[config.mk]
export PLATFORM = sky130hd
export DESIGN_NAME = gpp_noc_interface
export DESIGN_NICKNAME = d
export VERILOG_FILES = /design/src/rtl/gpp_noc_interface.sv
export SDC_FILE = /design/constraint.sdc
export NUM_CORES = 1
export LEC_CHECK = 0
export CAP_MARGIN = 20
export CORE_MARGIN = 5
export CORE_UTILIZATION = 55
export DETAILED_ROUTE_END_ITERATION = 7
export PLACE_DENSITY = 0.9
export RECOVER_POWER = 50
export SYNTH_ARGS = -nofsm -noshare
export SYNTH_HDL_FRONTEND = slang
export SYNTH_SLANG_ARGS = --single-unit
[constraint.sdc]
create_clock -name clk -period 3.25 [get_ports clk]
set_input_delay 0.4875 -clock clk [delete_from_list [all_inputs] [get_ports clk]]
set_output_delay 0.4875 -clock clk [all_outputs]
set_load 0.03 [all_outputs]
[src/rtl/gpp_noc_interface.sv]
// gpp_noc_interface
// Network interface between one GPP core and the photonic router.
//   Transmit side: the GPP pushes {dest, data} words into a TX FIFO. The FSM
//   picks a free wavelength channel round-robin starting at ch_ptr. It then
//   holds rtr_req until rtr_ack arrives. If no ack comes within TIMEOUT
//   cycles it backs off for BACKOFF cycles and retries the same head word.
//   Receive side: the router pushes {src, data} words into an RX FIFO. The
//   GPP drains it through a first-word-fall-through read port.
// Ports:
//   clk, rst                          clock, asynchronous active-high reset
//   send_valid/dest/data, send_ready  GPP -> TX FIFO
//   rtr_req/dest/channel/data, rtr_ack, channel_free  handshake toward router
//   rx_valid/src/data, rx_ready       router -> RX FIFO
//   recv_valid/src/data, recv_ready   RX FIFO -> GPP
//   retry_count                       saturating count of request timeouts
module gpp_noc_interface #(
  parameter int DATA_WIDTH    = 16,
  parameter int NODE_ID_WIDTH = 3,
  parameter int NUM_CHANNELS  = 4,
  parameter int TX_DEPTH      = 4,
  parameter int RX_DEPTH      = 4,
  parameter int TIMEOUT       = 15,
  parameter int BACKOFF       = 4,
  localparam int CH_W         = $clog2(NUM_CHANNELS)
) (
  input  logic                     clk,
  input  logic                     rst,
  input  logic                     send_valid,
  input  logic [NODE_ID_WIDTH-1:0] send_dest,
  input  logic [DATA_WIDTH-1:0]    send_data,
  output logic                     send_ready,
  output logic                     rtr_req,
  output logic [NODE_ID_WIDTH-1:0] rtr_dest,
  output logic [CH_W-1:0]          rtr_channel,
  output logic [DATA_WIDTH-1:0]    rtr_data,
  input  logic                     rtr_ack,
  input  logic [NUM_CHANNELS-1:0]  channel_free,
  input  logic                     rx_valid,
  input  logic [NODE_ID_WIDTH-1:0] rx_src,
  input  logic [DATA_WIDTH-1:0]    rx_data,
  output logic                     rx_ready,
  output logic                     recv_valid,
  output logic [NODE_ID_WIDTH-1:0] recv_src,
  output logic [DATA_WIDTH-1:0]    recv_data,
  input  logic                     recv_ready,
  output logic [7:0]               retry_count
);

  localparam int TX_AW  = $clog2(TX_DEPTH);
  localparam int RX_AW  = $clog2(RX_DEPTH);
  localparam int WORD_W = NODE_ID_WIDTH + DATA_WIDTH;
  localparam int WAIT_W = $clog2(TIMEOUT + 1);
  localparam int BO_W   = $clog2(BACKOFF + 1);

  typedef enum logic [1:0] {ST_IDLE, ST_REQ, ST_BACKOFF} state_t;

  // ---------------------------------------------------------------- TX FIFO
  // Pointers carry one extra wrap bit so that full and empty can be told apart.
  logic [WORD_W-1:0] tx_mem [TX_DEPTH];
  logic [TX_AW:0]    tx_wr_ptr_q, tx_wr_ptr_d, tx_rd_ptr_q, tx_rd_ptr_d;
  logic              tx_empty, tx_full, tx_push, tx_pop;
  logic [WORD_W-1:0] tx_head;

  assign tx_empty   = (tx_wr_ptr_q == tx_rd_ptr_q);
  assign tx_full    = (tx_wr_ptr_q[TX_AW] != tx_rd_ptr_q[TX_AW]) &&
                      (tx_wr_ptr_q[TX_AW-1:0] == tx_rd_ptr_q[TX_AW-1:0]);
  // A full FIFO refuses the push even when it pops in the same cycle.
  // The ready flag therefore depends only on registered pointers.
  assign send_ready = !tx_full;
  assign tx_push    = send_valid && !tx_full;
  assign tx_head    = tx_mem[tx_rd_ptr_q[TX_AW-1:0]];

  always_comb begin
    tx_wr_ptr_d = tx_wr_ptr_q + (TX_AW+1)'(tx_push);
    tx_rd_ptr_d = tx_rd_ptr_q + (TX_AW+1)'(tx_pop);
  end

  always_ff @(posedge clk) begin
    if (tx_push) tx_mem[tx_wr_ptr_q[TX_AW-1:0]] <= {send_dest, send_data};
  end

  // --------------------------------------------------------- channel search
  // Candidate gi is channel (ch_ptr + gi) mod NUM_CHANNELS. The lowest gi
  // whose channel is free wins, which gives a search upward with wrap.
  logic [CH_W-1:0]                   ch_ptr_q, ch_ptr_d;
  logic [NUM_CHANNELS-1:0][CH_W:0]   cand_sum;
  logic [NUM_CHANNELS-1:0][CH_W-1:0] cand_idx;
  logic [NUM_CHANNELS-1:0]           cand_free;
  logic                              free_found;
  logic [CH_W-1:0]                   free_idx;

  for (genvar gi = 0; gi < NUM_CHANNELS; gi++) begin : g_cand
    assign cand_sum[gi]  = {1'b0, ch_ptr_q} + (CH_W+1)'(gi);
    assign cand_idx[gi]  = CH_W'((cand_sum[gi] >= (CH_W+1)'(NUM_CHANNELS)) ?
                                 cand_sum[gi] - (CH_W+1)'(NUM_CHANNELS) :
                                 cand_sum[gi]);
    assign cand_free[gi] = channel_free[cand_idx[gi]];
  end

  always_comb begin
    free_found = 1'b0;
    free_idx   = '0;
    // Walk downward so that the last assignment is the lowest free candidate.
    for (int i = NUM_CHANNELS - 1; i >= 0; i--) begin
      if (cand_free[i]) begin
        free_found = 1'b1;
        free_idx   = cand_idx[i];
      end
    end
  end

  // ----------------------------------------------------------------- TX FSM
  state_t                   state_q, state_d;
  logic [WAIT_W-1:0]        wait_cnt_q, wait_cnt_d;
  logic [BO_W-1:0]          backoff_cnt_q, backoff_cnt_d;
  logic [7:0]               retry_q, retry_d;
  logic [CH_W-1:0]          rtr_channel_q, rtr_channel_d;
  logic [NODE_ID_WIDTH-1:0] rtr_dest_q, rtr_dest_d;
  logic [DATA_WIDTH-1:0]    rtr_data_q, rtr_data_d;

  always_comb begin
    state_d       = state_q;
    ch_ptr_d      = ch_ptr_q;
    wait_cnt_d    = wait_cnt_q;
    backoff_cnt_d = backoff_cnt_q;
    retry_d       = retry_q;
    rtr_channel_d = rtr_channel_q;
    rtr_dest_d    = rtr_dest_q;
    rtr_data_d    = rtr_data_q;
    tx_pop        = 1'b0;
    case (state_q)
      ST_IDLE: begin
        if (!tx_empty && free_found) begin
          // Latch the head word and channel so they stay stable during REQ.
          rtr_channel_d = free_idx;
          rtr_dest_d    = tx_head[WORD_W-1:DATA_WIDTH];
          rtr_data_d    = tx_head[DATA_WIDTH-1:0];
          wait_cnt_d    = '0;
          state_d       = ST_REQ;
        end
      end
      ST_REQ: begin
        // An ack on the timeout edge takes priority and counts as success.
        if (rtr_ack) begin
          tx_pop   = 1'b1;
          ch_ptr_d = (rtr_channel_q == CH_W'(NUM_CHANNELS - 1)) ? '0 :
                     rtr_channel_q + CH_W'(1);
          state_d  = ST_IDLE;
        end else if (wait_cnt_q == WAIT_W'(TIMEOUT - 1)) begin
          backoff_cnt_d = '0;
          if (retry_q != 8'hFF) retry_d = retry_q + 8'd1;
          state_d       = ST_BACKOFF;
        end else begin
          wait_cnt_d = wait_cnt_q + WAIT_W'(1);
        end
      end
      ST_BACKOFF: begin
        if (backoff_cnt_q == BO_W'(BACKOFF - 1)) state_d = ST_IDLE;
        else backoff_cnt_d = backoff_cnt_q + BO_W'(1);
      end
      default: state_d = ST_IDLE;
    endcase
  end

  always_ff @(posedge clk or posedge rst) begin
    if (rst) begin
      state_q       <= ST_IDLE;
      ch_ptr_q      <= '0;
      wait_cnt_q    <= '0;
      backoff_cnt_q <= '0;
      retry_q       <= '0;
      rtr_channel_q <= '0;
      rtr_dest_q    <= '0;
      rtr_data_q    <= '0;
      tx_wr_ptr_q   <= '0;
      tx_rd_ptr_q   <= '0;
    end else begin
      state_q       <= state_d;
      ch_ptr_q      <= ch_ptr_d;
      wait_cnt_q    <= wait_cnt_d;
      backoff_cnt_q <= backoff_cnt_d;
      retry_q       <= retry_d;
      rtr_channel_q <= rtr_channel_d;
      rtr_dest_q    <= rtr_dest_d;
      rtr_data_q    <= rtr_data_d;
      tx_wr_ptr_q   <= tx_wr_ptr_d;
      tx_rd_ptr_q   <= tx_rd_ptr_d;
    end
  end

  // rtr_req is decoded from the state register, so reset drops it at once.
  assign rtr_req     = (state_q == ST_REQ);
  assign rtr_dest    = rtr_dest_q;
  assign rtr_channel = rtr_channel_q;
  assign rtr_data    = rtr_data_q;
  assign retry_count = retry_q;

  // ---------------------------------------------------------------- RX FIFO
  logic [WORD_W-1:0] rx_mem [RX_DEPTH];
  logic [RX_AW:0]    rx_wr_ptr_q, rx_wr_ptr_d, rx_rd_ptr_q, rx_rd_ptr_d;
  logic              rx_empty, rx_full, rx_push, rx_pop;
  logic [WORD_W-1:0] rx_head;

  assign rx_empty   = (rx_wr_ptr_q == rx_rd_ptr_q);
  assign rx_full    = (rx_wr_ptr_q[RX_AW] != rx_rd_ptr_q[RX_AW]) &&
                      (rx_wr_ptr_q[RX_AW-1:0] == rx_rd_ptr_q[RX_AW-1:0]);
  assign rx_ready   = !rx_full;
  assign rx_push    = rx_valid && !rx_full;
  assign rx_pop     = recv_ready && !rx_empty;
  // First-word-fall-through: the head entry is presented straight from storage.
  assign rx_head    = rx_mem[rx_rd_ptr_q[RX_AW-1:0]];
  assign recv_valid = !rx_empty;
  assign recv_src   = rx_head[WORD_W-1:DATA_WIDTH];
  assign recv_data  = rx_head[DATA_WIDTH-1:0];

  always_comb begin
    rx_wr_ptr_d = rx_wr_ptr_q + (RX_AW+1)'(rx_push);
    rx_rd_ptr_d = rx_rd_ptr_q + (RX_AW+1)'(rx_pop);
  end

  always_ff @(posedge clk) begin
    if (rx_push) rx_mem[rx_wr_ptr_q[RX_AW-1:0]] <= {rx_src, rx_data};
  end

  always_ff @(posedge clk or posedge rst) begin
    if (rst) begin
      rx_wr_ptr_q <= '0;
      rx_rd_ptr_q <= '0;
    end else begin
      rx_wr_ptr_q <= rx_wr_ptr_d;
      rx_rd_ptr_q <= rx_rd_ptr_d;
    end
  end

endmodule

==> results.md <==
- First-pass GRT wire length: 23600 um
- Routed WL: 14700 um
- Relative slew slack: -14.5%
- TritonCTS Buffers: 20
- Hold Vio Cnt, Final: 0
- Failing checks: max-capacitance violations, max-slew violations
- # fillers: 861
- Internal power: 6.62 mW
- Post-Syn Instances: between 300 and 400
- Drt first-iter violations: roughly 210
- Largest net degree at the start of global routing: 53
- Most frequent cells in the layout: edfxtp_1, clkdlybuf4s50_1, dfrtp_1
- Layout Utilization: 70.4%
- Area Overhead vs Synth: 24.7%
- Total of max-cap violations: 1
- Leakage: 3.57 nW
- Min-Delay Startpoint: rx_rd_ptr_q[2]$_DFF_PP0_
- Synth warn: 0
- Setup tns final: 0 ns
- Mean number of vias per cell: 5.57
- Status: finished with violations
- Final cycle utilization of the critical path: 89.5%
- Critical Path End Type: register
- Die area: between 15000 and 20000 sq um
- Worst Hold Depth: 1
- Clock Latency Late Sink: 0.48 ns
- Logic pwr share: between 30% and 40%
- DIE WIDTH: 130 um
- Largest family of logic cells by synthesized area: multiplexers
- Crit path max-delay cell type: clkbuf_1
- Hold_buf cts: 0
- Sequential fraction of design power: 40.0%
- Resized Gates After CTS: 0
- Hold Path End: rx_rd_ptr_q[2]$_DFF_PP0_
- Final setup vio count: 0
- Initial core utilization: 56.5%
- Compound-cell area share of the yosys netlist: under 10%
- RSZ-0062 raised after global routing: no
- Congestion Overflow GR: 0
- Post-CTS setup buffers: 0
- Top FF cell, synth: edfxtp_1
- Crit Path Max Fanout: 27
- Synth top area share: 57.8%
- P_sw: 3.19 mW
- Buffers & Inverters on Critical Path: 2
- Synth Register Bits: just over 200
- Hold Crit Class: register to register
- Synthesized area: roughly 7900 sq um
- Post-synthesis mux area share: 14.5%
- DIE HEIGHT: 130 um
- Simple-Gate Fraction of Synth Area: 4.42%
- Inst Count DP: slightly below 700
- Clk sinks: 204
- Nets: 582
- Top post-synthesis cells by area: edfxtp_1, dfrtp_1, mux4_2
- Routed vias: 3983
- Max H-tree Level: 1
- Global Route met1 Usage: 22.8%
- Measured slew at the worst slew-check pin: 1.72 ns
- Clock Skews: 0.00623 ns
- FFs w/ async S/R, synth: 25.5%
- DRT Pass-1 Iters: 4
- Count of pins over their slew limit: 21
- Deepest clock path buffer count: 3
- Core Box Area: 14000 sq um
- I/O Pins: 100
- Crit path kind: input port to register
- Post-DR wirelength/cell: 20.6 um
- Worst-path clk slew: 0.06 ns
- Critical path cell sequence: dlygate4sd3_1 -> or4_4 -> o311ai_4 -> clkbuf_1 -> mux2_2
- R2R setup slack: 0.57 ns
- Row cnt: 43
- Post-route minimum period: 2.91 ns
- Commonest non-fill, non-tap cell in the layout: edfxtp_1
- Hpwl dp: 9760 um
- Achievable Freq: 344 MHz
- Crit path max-delay family: buffers and inverters
- Peak VDD IR: 0.000678 V
- Register area share after synthesis: 74.2%
- Crit path required time: 3.61 ns
- Met3 layer usage reported by global route: 3.32%
- Total GRT Usage: between 10% and 20%
- Post-synth EDFFs: about 150
- Yosys cell types: ~40
- Syn Nets: roughly 460
- Path depth of the worst reg2reg path: 3
- Worst setup SP type: input port
- Antenna Nets Post-Route: 0
- Post-Syn Area per Cell: 20.0 sq um
- P per Cell Area: 996 nW/um^2
- R2R Path Start: tx_rd_ptr_q[0]$_DFF_PP0_
- Share of layout cells above drive strength 1: a little over a fifth
- CTS tree: done
- Root Driver: clkbuf_16
- Initial antenna violation count: 1
- WP data arrival: 3.27 ns
- RD Place Congestion: 0.766
- Final hold slack: approximately 0.49 ns
- Post-Synth Adder-Cell Area: ~2.2%
- Clock network power share: 23.5%
- Tot Pwr: 9.82 mW
- Vias in the first global route: about 4400
- Met2 Use GR: 33.2%
- DRC errors left: 0
- Crit Reg-Reg Endpoint: rtr_data[11]$_DFFE_PP0P_
- Global-route layer with the greatest usage: met2
- Layout Cells excl Fill: between 700 and 800
- Leading area contributor after synthesis: edfxtp_1
- Switching share of total power: 32.5%
- Largest stage delay on the critical path: 1.06 ns
- Xor/xnor share of the synthesized area: ~1.6%
- IO Port Bufs: 99
area by class of cell:
type | instances | area (sq um) | share of cell area, %
clock buffer | 29 | 574 | 5.83
tap | 180 | 225 | 2.29
antenna | 1 | 2.50 | 0.0254
multi-input combinational | 170 | 1940 | 19.7
timing repair buffer | 113 | 1100 | 11.2
sequential | 204 | 5870 | 59.5
inverter | 11 | 41.3 | 0.419
clock inverter | 7 | 98.8 | 1.00
synth_stat cells, types with 4 or more instances:
master,count
mux4_2,38
nor3b_1,5
nor2_1,6
a21oi_1,7
dfrtp_1,52
nand3_1,7
and2_1,4
mux2_2,22
xor2_1,7
nand2_1,14
o21ai_0,5
inv_1,11
xnor2_1,7
ha_1,14
edfxtp_1,152
flip-flops by register name (all words and copies together) (netlist names):
register / count
retry_count: 8
tx_mem: 76
rx_mem: 76
wait_cnt_q: 4
rx_rd_ptr_q: 3
backoff_cnt_q: 3
rtr_dest: 3
state_q: 2
rtr_data: 16
rtr_channel: 2
ch_ptr_q: 2
rx_wr_ptr_q: 3
tx_rd_ptr_q: 3
tx_wr_ptr_q: 3
how the worst max path moves through the flow:
stage	start	end	slack, ns	cells past startpoint
floorplan	tx_wr_ptr_q[1]$_DFF_PP0_	tx_mem[2][0]$_DFFE_PP_	0.18	4
global placement	channel_free[0]	rtr_data[10]$_DFFE_PP0P_	0.78	5
detailed placement	channel_free[1]	rtr_data[0]$_DFFE_PP0P_	0.71	5
CTS	rx_rd_ptr_q[0]$_DFF_PP0_	recv_data[3]	0.48	3
global route	channel_free[1]	rtr_data[1]$_DFFE_PP0P_	0.23	5
finish	channel_free[1]	rtr_data[0]$_DFFE_PP0P_	0.34	5
metal layers:
| metal | part of all wire (%) | vias up |
|---|---|---|
| met5 | 0 | - |
| met4 | 1.9 | 0 |
| met3 | 6.4 | 22 |
| met2 | 53 | 124 |
| met1 | 38 | 2020 |
| li1 | - | 1817 |
metrics by stage:
stage                     worst slack, ns  instance area, sq um
after floorplan                     0.184                  7900
after detailed placement            0.708                  9180
after CTS                           0.477                  9850
after global placement              0.779                  9180
final                               0.340                  9850
after global routing                0.229                  9850
power by group through the flow:
stage | combinational [mW] | clock, mW | sequential (mW)
detailed placement | 3.65 | 0 | 3.97
floorplan | 2.19 | 0 | 4.12
CTS | 3.68 | 2.35 | 3.93
global placement | 3.54 | 0 | 3.90
finish | 3.59 | 2.30 | 3.92
global route | 3.87 | 2.47 | 3.99
logic make-up (layout without fill, tap and decap cells):
group	count (synthesis)	count (layout)
AO/OA/AOI/OAI	19	19
XOR/XNOR	14	14
adder cells (fa/ha/maj)	14	14
buffers and inverters	21	160
flip-flops	204	204
multiplexers	64	64
other	0	1
AND/OR/NAND/NOR	59	59
(Power assumes the default switching activity.)
